File: src/rtl/pc_sequencer.sv
// pc_sequencer: run controller for the MIPS fetch stage.
// Selects the next PC (jump > branch > PC+4), drives the PC hold line and
// sequences continuous run, debug single-step and the HALT drain.
module pc_sequencer #(
  parameter int DATA_WIDTH   = 32,
  parameter int DRAIN_CYCLES = 3,
  parameter int COUNT_WIDTH  = 32
) (
  input  logic                   i_clock,
  input  logic                   i_reset,
  input  logic                   i_start,
  input  logic                   i_step_mode,
  input  logic                   i_step,
  input  logic [DATA_WIDTH-1:0]  i_pc,
  input  logic                   i_stall,
  input  logic                   i_branch_taken,
  input  logic [DATA_WIDTH-1:0]  i_branch_target,
  input  logic                   i_jump,
  input  logic [DATA_WIDTH-1:0]  i_jump_target,
  input  logic                   i_halt_decoded,
  output logic [DATA_WIDTH-1:0]  o_pc_mux,
  output logic                   o_haltsignal,
  output logic                   o_flush,
  output logic [2:0]             o_state,
  output logic [COUNT_WIDTH-1:0] o_cycle_count,
  output logic                   o_done
);

  // Counter only ever holds DRAIN_CYCLES-1 down to 0.
  localparam int DRAIN_W = (DRAIN_CYCLES > 1) ? $clog2(DRAIN_CYCLES) : 1;
  localparam logic [DRAIN_W-1:0]     DRAIN_LOAD = DRAIN_W'(DRAIN_CYCLES - 1);
  localparam logic [COUNT_WIDTH-1:0] CNT_MAX    = {COUNT_WIDTH{1'b1}};

  typedef enum logic [2:0] {
    S_IDLE      = 3'd0,
    S_RUN       = 3'd1,
    S_STEP_WAIT = 3'd2,
    S_STEP_EXEC = 3'd3,
    S_DRAIN     = 3'd4,
    S_DONE      = 3'd5
  } state_t;

  state_t                   state_q, state_d;
  logic [DRAIN_W-1:0]       drain_q, drain_d;
  logic [COUNT_WIDTH-1:0]   count_q, count_d;
  logic                     done_q, done_d;

  logic                     advance;
  logic                     halt_accept;
  logic                     count_en;

  // Moore decode of the state register plus the combinational next-PC mux.
  always_comb begin
    advance      = (state_q == S_RUN) || (state_q == S_STEP_EXEC);
    halt_accept  = advance && i_halt_decoded && !i_stall;
    count_en     = advance || (state_q == S_DRAIN);
    o_haltsignal = !advance;
    o_flush      = advance && !i_stall && (i_jump || i_branch_taken || i_halt_decoded);
    if (i_jump) begin
      o_pc_mux = i_jump_target;
    end else if (i_branch_taken) begin
      o_pc_mux = i_branch_target;
    end else begin
      o_pc_mux = i_pc + DATA_WIDTH'(4);  // wraps naturally at 2^DATA_WIDTH
    end
  end

  // Next-state, drain counter and cycle counter logic.
  always_comb begin
    state_d = state_q;
    drain_d = drain_q;
    count_d = count_q;
    case (state_q)
      S_IDLE: begin
        if (i_start) begin
          state_d = i_step_mode ? S_STEP_WAIT : S_RUN;
          count_d = {COUNT_WIDTH{1'b0}};
        end else begin
          state_d = S_IDLE;
        end
      end
      S_RUN: begin
        if (halt_accept) begin
          state_d = S_DRAIN;
          drain_d = DRAIN_LOAD;
        end else begin
          state_d = S_RUN;
        end
      end
      S_STEP_WAIT: begin
        if (i_step) begin
          state_d = S_STEP_EXEC;
        end else begin
          state_d = S_STEP_WAIT;
        end
      end
      S_STEP_EXEC: begin
        if (halt_accept) begin
          state_d = S_DRAIN;
          drain_d = DRAIN_LOAD;
        end else begin
          state_d = S_STEP_WAIT;
        end
      end
      S_DRAIN: begin
        if (drain_q == {DRAIN_W{1'b0}}) begin
          state_d = S_DONE;
        end else begin
          state_d = S_DRAIN;
          drain_d = drain_q - DRAIN_W'(1);
        end
      end
      S_DONE: begin
        state_d = S_DONE;
      end
      default: begin
        state_d = S_IDLE;
        drain_d = {DRAIN_W{1'b0}};
      end
    endcase
    // Executed-cycle count saturates instead of wrapping.
    if (count_en && (count_q != CNT_MAX)) begin
      count_d = count_q + COUNT_WIDTH'(1);
    end else begin
      count_d = count_d;
    end
    done_d = (state_d == S_DONE);
  end

  // State, counters and done flag; synchronous reset discards any drain in flight.
  always_ff @(posedge i_clock) begin
    if (i_reset) begin
      state_q <= S_IDLE;
      drain_q <= {DRAIN_W{1'b0}};
      count_q <= {COUNT_WIDTH{1'b0}};
      done_q  <= 1'b0;
    end else begin
      state_q <= state_d;
      drain_q <= drain_d;
      count_q <= count_d;
      done_q  <= done_d;
    end
  end

  assign o_state       = state_q;
  assign o_cycle_count = count_q;
  assign o_done        = done_q;

endmodule

File: config.mk
export PLATFORM = sky130hd
export DESIGN_NAME = pc_sequencer
export DESIGN_NICKNAME = d
export VERILOG_FILES = /design/src/rtl/pc_sequencer.sv
export SDC_FILE = /design/constraint.sdc
export NUM_CORES = 1
export LEC_CHECK = 0
export ABC_AREA = 1
export CAP_MARGIN = 5
export CORE_MARGIN = 3
export CORE_UTILIZATION = 47
export CTS_BUF_LIST = sky130_fd_sc_hd__clkbuf_2 sky130_fd_sc_hd__clkbuf_4 sky130_fd_sc_hd__clkbuf_8
export CTS_CLUSTER_DIAMETER = 50
export CTS_CLUSTER_SIZE = 16
export DETAILED_ROUTE_END_ITERATION = 12
export GPL_TIMING_DRIVEN = 0
export PLACE_DENSITY = 0.95
export REMOVE_ABC_BUFFERS = 1
export SLEW_MARGIN = 20
export SYNTH_ARGS = -nofsm -noshare
export SYNTH_HDL_FRONTEND = slang
export SYNTH_SLANG_ARGS = --single-unit
File: constraint.sdc
create_clock -name i_clock -period 4.5 [get_ports i_clock]
set_input_delay 1.35 -clock i_clock [delete_from_list [all_inputs] [get_ports i_clock]]
set_output_delay 1.35 -clock i_clock [all_outputs]
set_load 0.01 [all_outputs]
==> flow_summary.yaml <==
run_status:
  status: "complete, no violations"
drt:
  wirelength_um: 15400
  drtIter0Drc: 509
  via_count: 5561
  drt_pre_antenna_iters: 6
  detail-route-antenna-nets: 0
  vias_per_cell: 5.63
  wl_per_cell_um: 15.6
  drc_errors: 0
timing:
  rsz0062_at_grt: "yes"
  tightest_slew_ps: 851
  whs_ps: 462
  final_period_minus_worst_setup_slack_ps: 4470
  relSlewSlack: 0.432
  final_hold_viol_count: 0
  fin_skew_ps: 4.90
  fmax_ghz: 0.223
  min_period_over_period: 0.994
  slew_viol_final: 0
  setup_viol: 0
  setup_ws_ps: 25.1
die:
  die_h_um: 96.8
  die_area_sq_um: 9380
  dieWidth_um: 96.8
  num_rows: 32
  top_level_ports: 175
  core_sq_um: 7890
  initial_core_util: 0.492
grt:
  antenna_found_initial: 2
  grt_pass1_wl_um: 24500
  track_usage: 0.308
  grt_pass1_vias: 5368
  grt_max_degree: 48
  gr-total-overflow: 0
cells_and_area:
  multi_input_area_sq_um: 2950
  register_area_sq_um: 761
  nFillCells: 592
  syn2layout_area_growth_pct: 52.5
  drive_gt1_frac: 0.0917
  stdcell_count: 987
  finalNetCount: 990
  design_area_sq_um: 5920
power:
  ir_drop_uv: 113
  leakage_nw: 2.35
  finalPower_mw: 0.964
  powerDensity_nw_per_um2: 163
yosys:
  synthFlopType: "dfxtp_1"
  syn_inst: 714
  ys_warn_count: 0
  yosysMostFrequentCell: "nand2_1"
  ys_seq_area_frac: 0.196
  synth.avg_cell_area_sq_um: 5.43
  synth_async_sr_flop_share: 0
  synth.top_cell.area_share: 0.224
  synth-seq-cells: 38
  synth_top_cells_by_area: "nand2_1 22%, dfxtp_1 20%, nor2_1 14%"
  syn_area_sq_um: 3880
  synth_cell_types: 35
  yosys.area.top_type: "nand2_1"
  synth_edf_count: 0
  synth_commonest_cells: "231 x nand2_1, 142 x nor2_1, 77 x nand3_1"
setup_path:
  cp.arrival_ps: 3120
  crit_path_end_kind: "primary output"
  crit_fanout: 4
  ff2ff_setup_slack_ps: 2380
  worstSetupStartpointType: "input pin"
  cpMostUsedCell: "nand2_1"
  critical-path-top-delay-family: "simple AND/OR/NAND/NOR gates"
  critPathBufInv: 2
  cp_slowest_stage_delay_ps: 520
  r2r-start: "o_state[2]"
  critPathRequiredTime_ps: 3150
  slowest_stage: "clkdlybuf4s50_1"
  setup.worst_path.class: "in2out"
  r2r_cells: 8
  crit_path_cell_trace: "clkdlybuf4s50_1 -> nand2_1 -> nor2_4 -> nand2_1 -> nor2_1 -> nand2_1 -> nand2_1 -> nand2_1 -> nor2_1 -> o21ai_1 -> dlygate4sd2_1"
  r2r_end: "o_cycle_count[15]"
clock_tree:
  cts_max_level: 2
  cts_inserted_buffers: 5
  cts.path.max_buffers: 2
  cts_tree: "yes"
  cts_sinks: 38
  clk_latency_ps: 300
  cts_root_buf: "clkbuf_8"
  path_clk_slew_ps: 70
hold_path:
  hold_start: "drain_q[1]"
  min_delay_worst_endpoint: "drain_q[1]"
  holdPathStages: 2
  hp-class: "reg2reg"
placement:
  gp_congestion: 0.991
  place_ws_ps: -1270
  dpl_cell_area_sq_um: 5610
  portBuffers: 174
  dp.final_hpwl_um: 11100
  place_inst: 964
run:
  maxCapViolations: 0
-- power breakdown --
group,switching [mW],total [mW],internal [mW],leakage [nW]
registers,0.00698,0.350,0.343,0.307
logic,0.195,0.360,0.165,2.00
clock network,0.124,0.254,0.130,0.0517
total,0.327,0.964,0.637,2.35
-- layout by cell type, fill, tap and decap left out, types with 14 or more instances in the layout --
| master | instances |
|---|---|
| dlygate4sd2_1 | 32 |
| nand2_1 | 220 |
| o21ai_0 | 22 |
| nor2_2 | 17 |
| xnor2_1 | 15 |
| nand3_1 | 76 |
| nor2_1 | 119 |
| nand2_2 | 14 |
| dfxtp_1 | 38 |
| a21oi_1 | 55 |
| clkdlybuf4s50_1 | 124 |
| inv_1 | 43 |
-- layer usage --
metal | GRT usage | vias to the layer above | routed length [um]
met5 | 0 | - | 0
met2 | 0.560 | 382 | 7680
li1 | - | 2631 | -
met4 | 0.140 | 0 | 727
met3 | 0.0627 | 80 | 1470
met1 | 0.342 | 2468 | 5530
-- area by class of cell --
cell class	instances	area share
Sequential cell	38	0.129
Antenna cell	2	0.000846
Clock buffer	7	0.0152
Inverter	45	0.0298
Timing Repair Buffer	184	0.302
Clock inverter	1	0.000846
Timing Repair inverter	3	0.00338
Tap cell	102	0.0216
Multi-Input combinational cell	605	0.498
-- worst max-delay path by stage --
stage / from / endpoint / slack, ps / depth (start not counted)
3_3_place_gp: i_jump / o_flush / -1410 / 4
2_1_floorplan: i_pc[2] / o_pc_mux[18] / 710 / 8
3_5_place_dp: i_branch_taken / o_flush / -1270 / 4
5_1_grt: i_pc[20] / o_pc_mux[24] / -40 / 10
6_report: i_pc[20] / o_pc_mux[29] / 30 / 11
4_1_cts: i_pc[7] / o_pc_mux[22] / -7 / 13
-- worst min-delay path, delay by kind of cell (launching register included) --
family          cells  cell delay [ps]
flops               1              300
buf+inv             1               60
compound gates      1               60
-- sequential cells by signal, summed over array words and instances (netlist names) --
register       count
drain_q            2
o_cycle_count     32
o_done             1
o_state            3
-- logic make-up (layout without fill, tap and decap cells) --
| kind of cell | after synthesis | count (layout) | share of synthesized area |
|---|---|---|---|
| AND/OR/NAND/NOR | 480 | 480 | 0.527 |
| other | 0 | 2 | 0 |
| XOR/XNOR | 25 | 25 | 0.0565 |
| buffers and inverters | 71 | 240 | 0.0797 |
| flip-flops | 38 | 38 | 0.196 |
| AO/OA/AOI/OAI | 97 | 97 | 0.131 |
| adder cells (fa/ha/maj) | 3 | 3 | 0.00968 |
-- what timing repair did --
action / in CTS / in global routing
hold buffers: 0 / 0
setup endpoints to repair: 33 / 17
gates resized for setup: 86 / 26
cloned: 3 / 0
pin swaps: 5 / 3
buffers inserted: 7 / 3
-- stage by stage --
stage | utilization | setup TNS, ps
global route | 0.750 | -82.3
detailed placement | 0.711 | -35110
CTS | 0.740 | -6.78
floorplan | - | 0
global placement | 0.711 | -37400
finish | 0.750 | 0
Note: power is estimated with default switching activity, not from simulation.
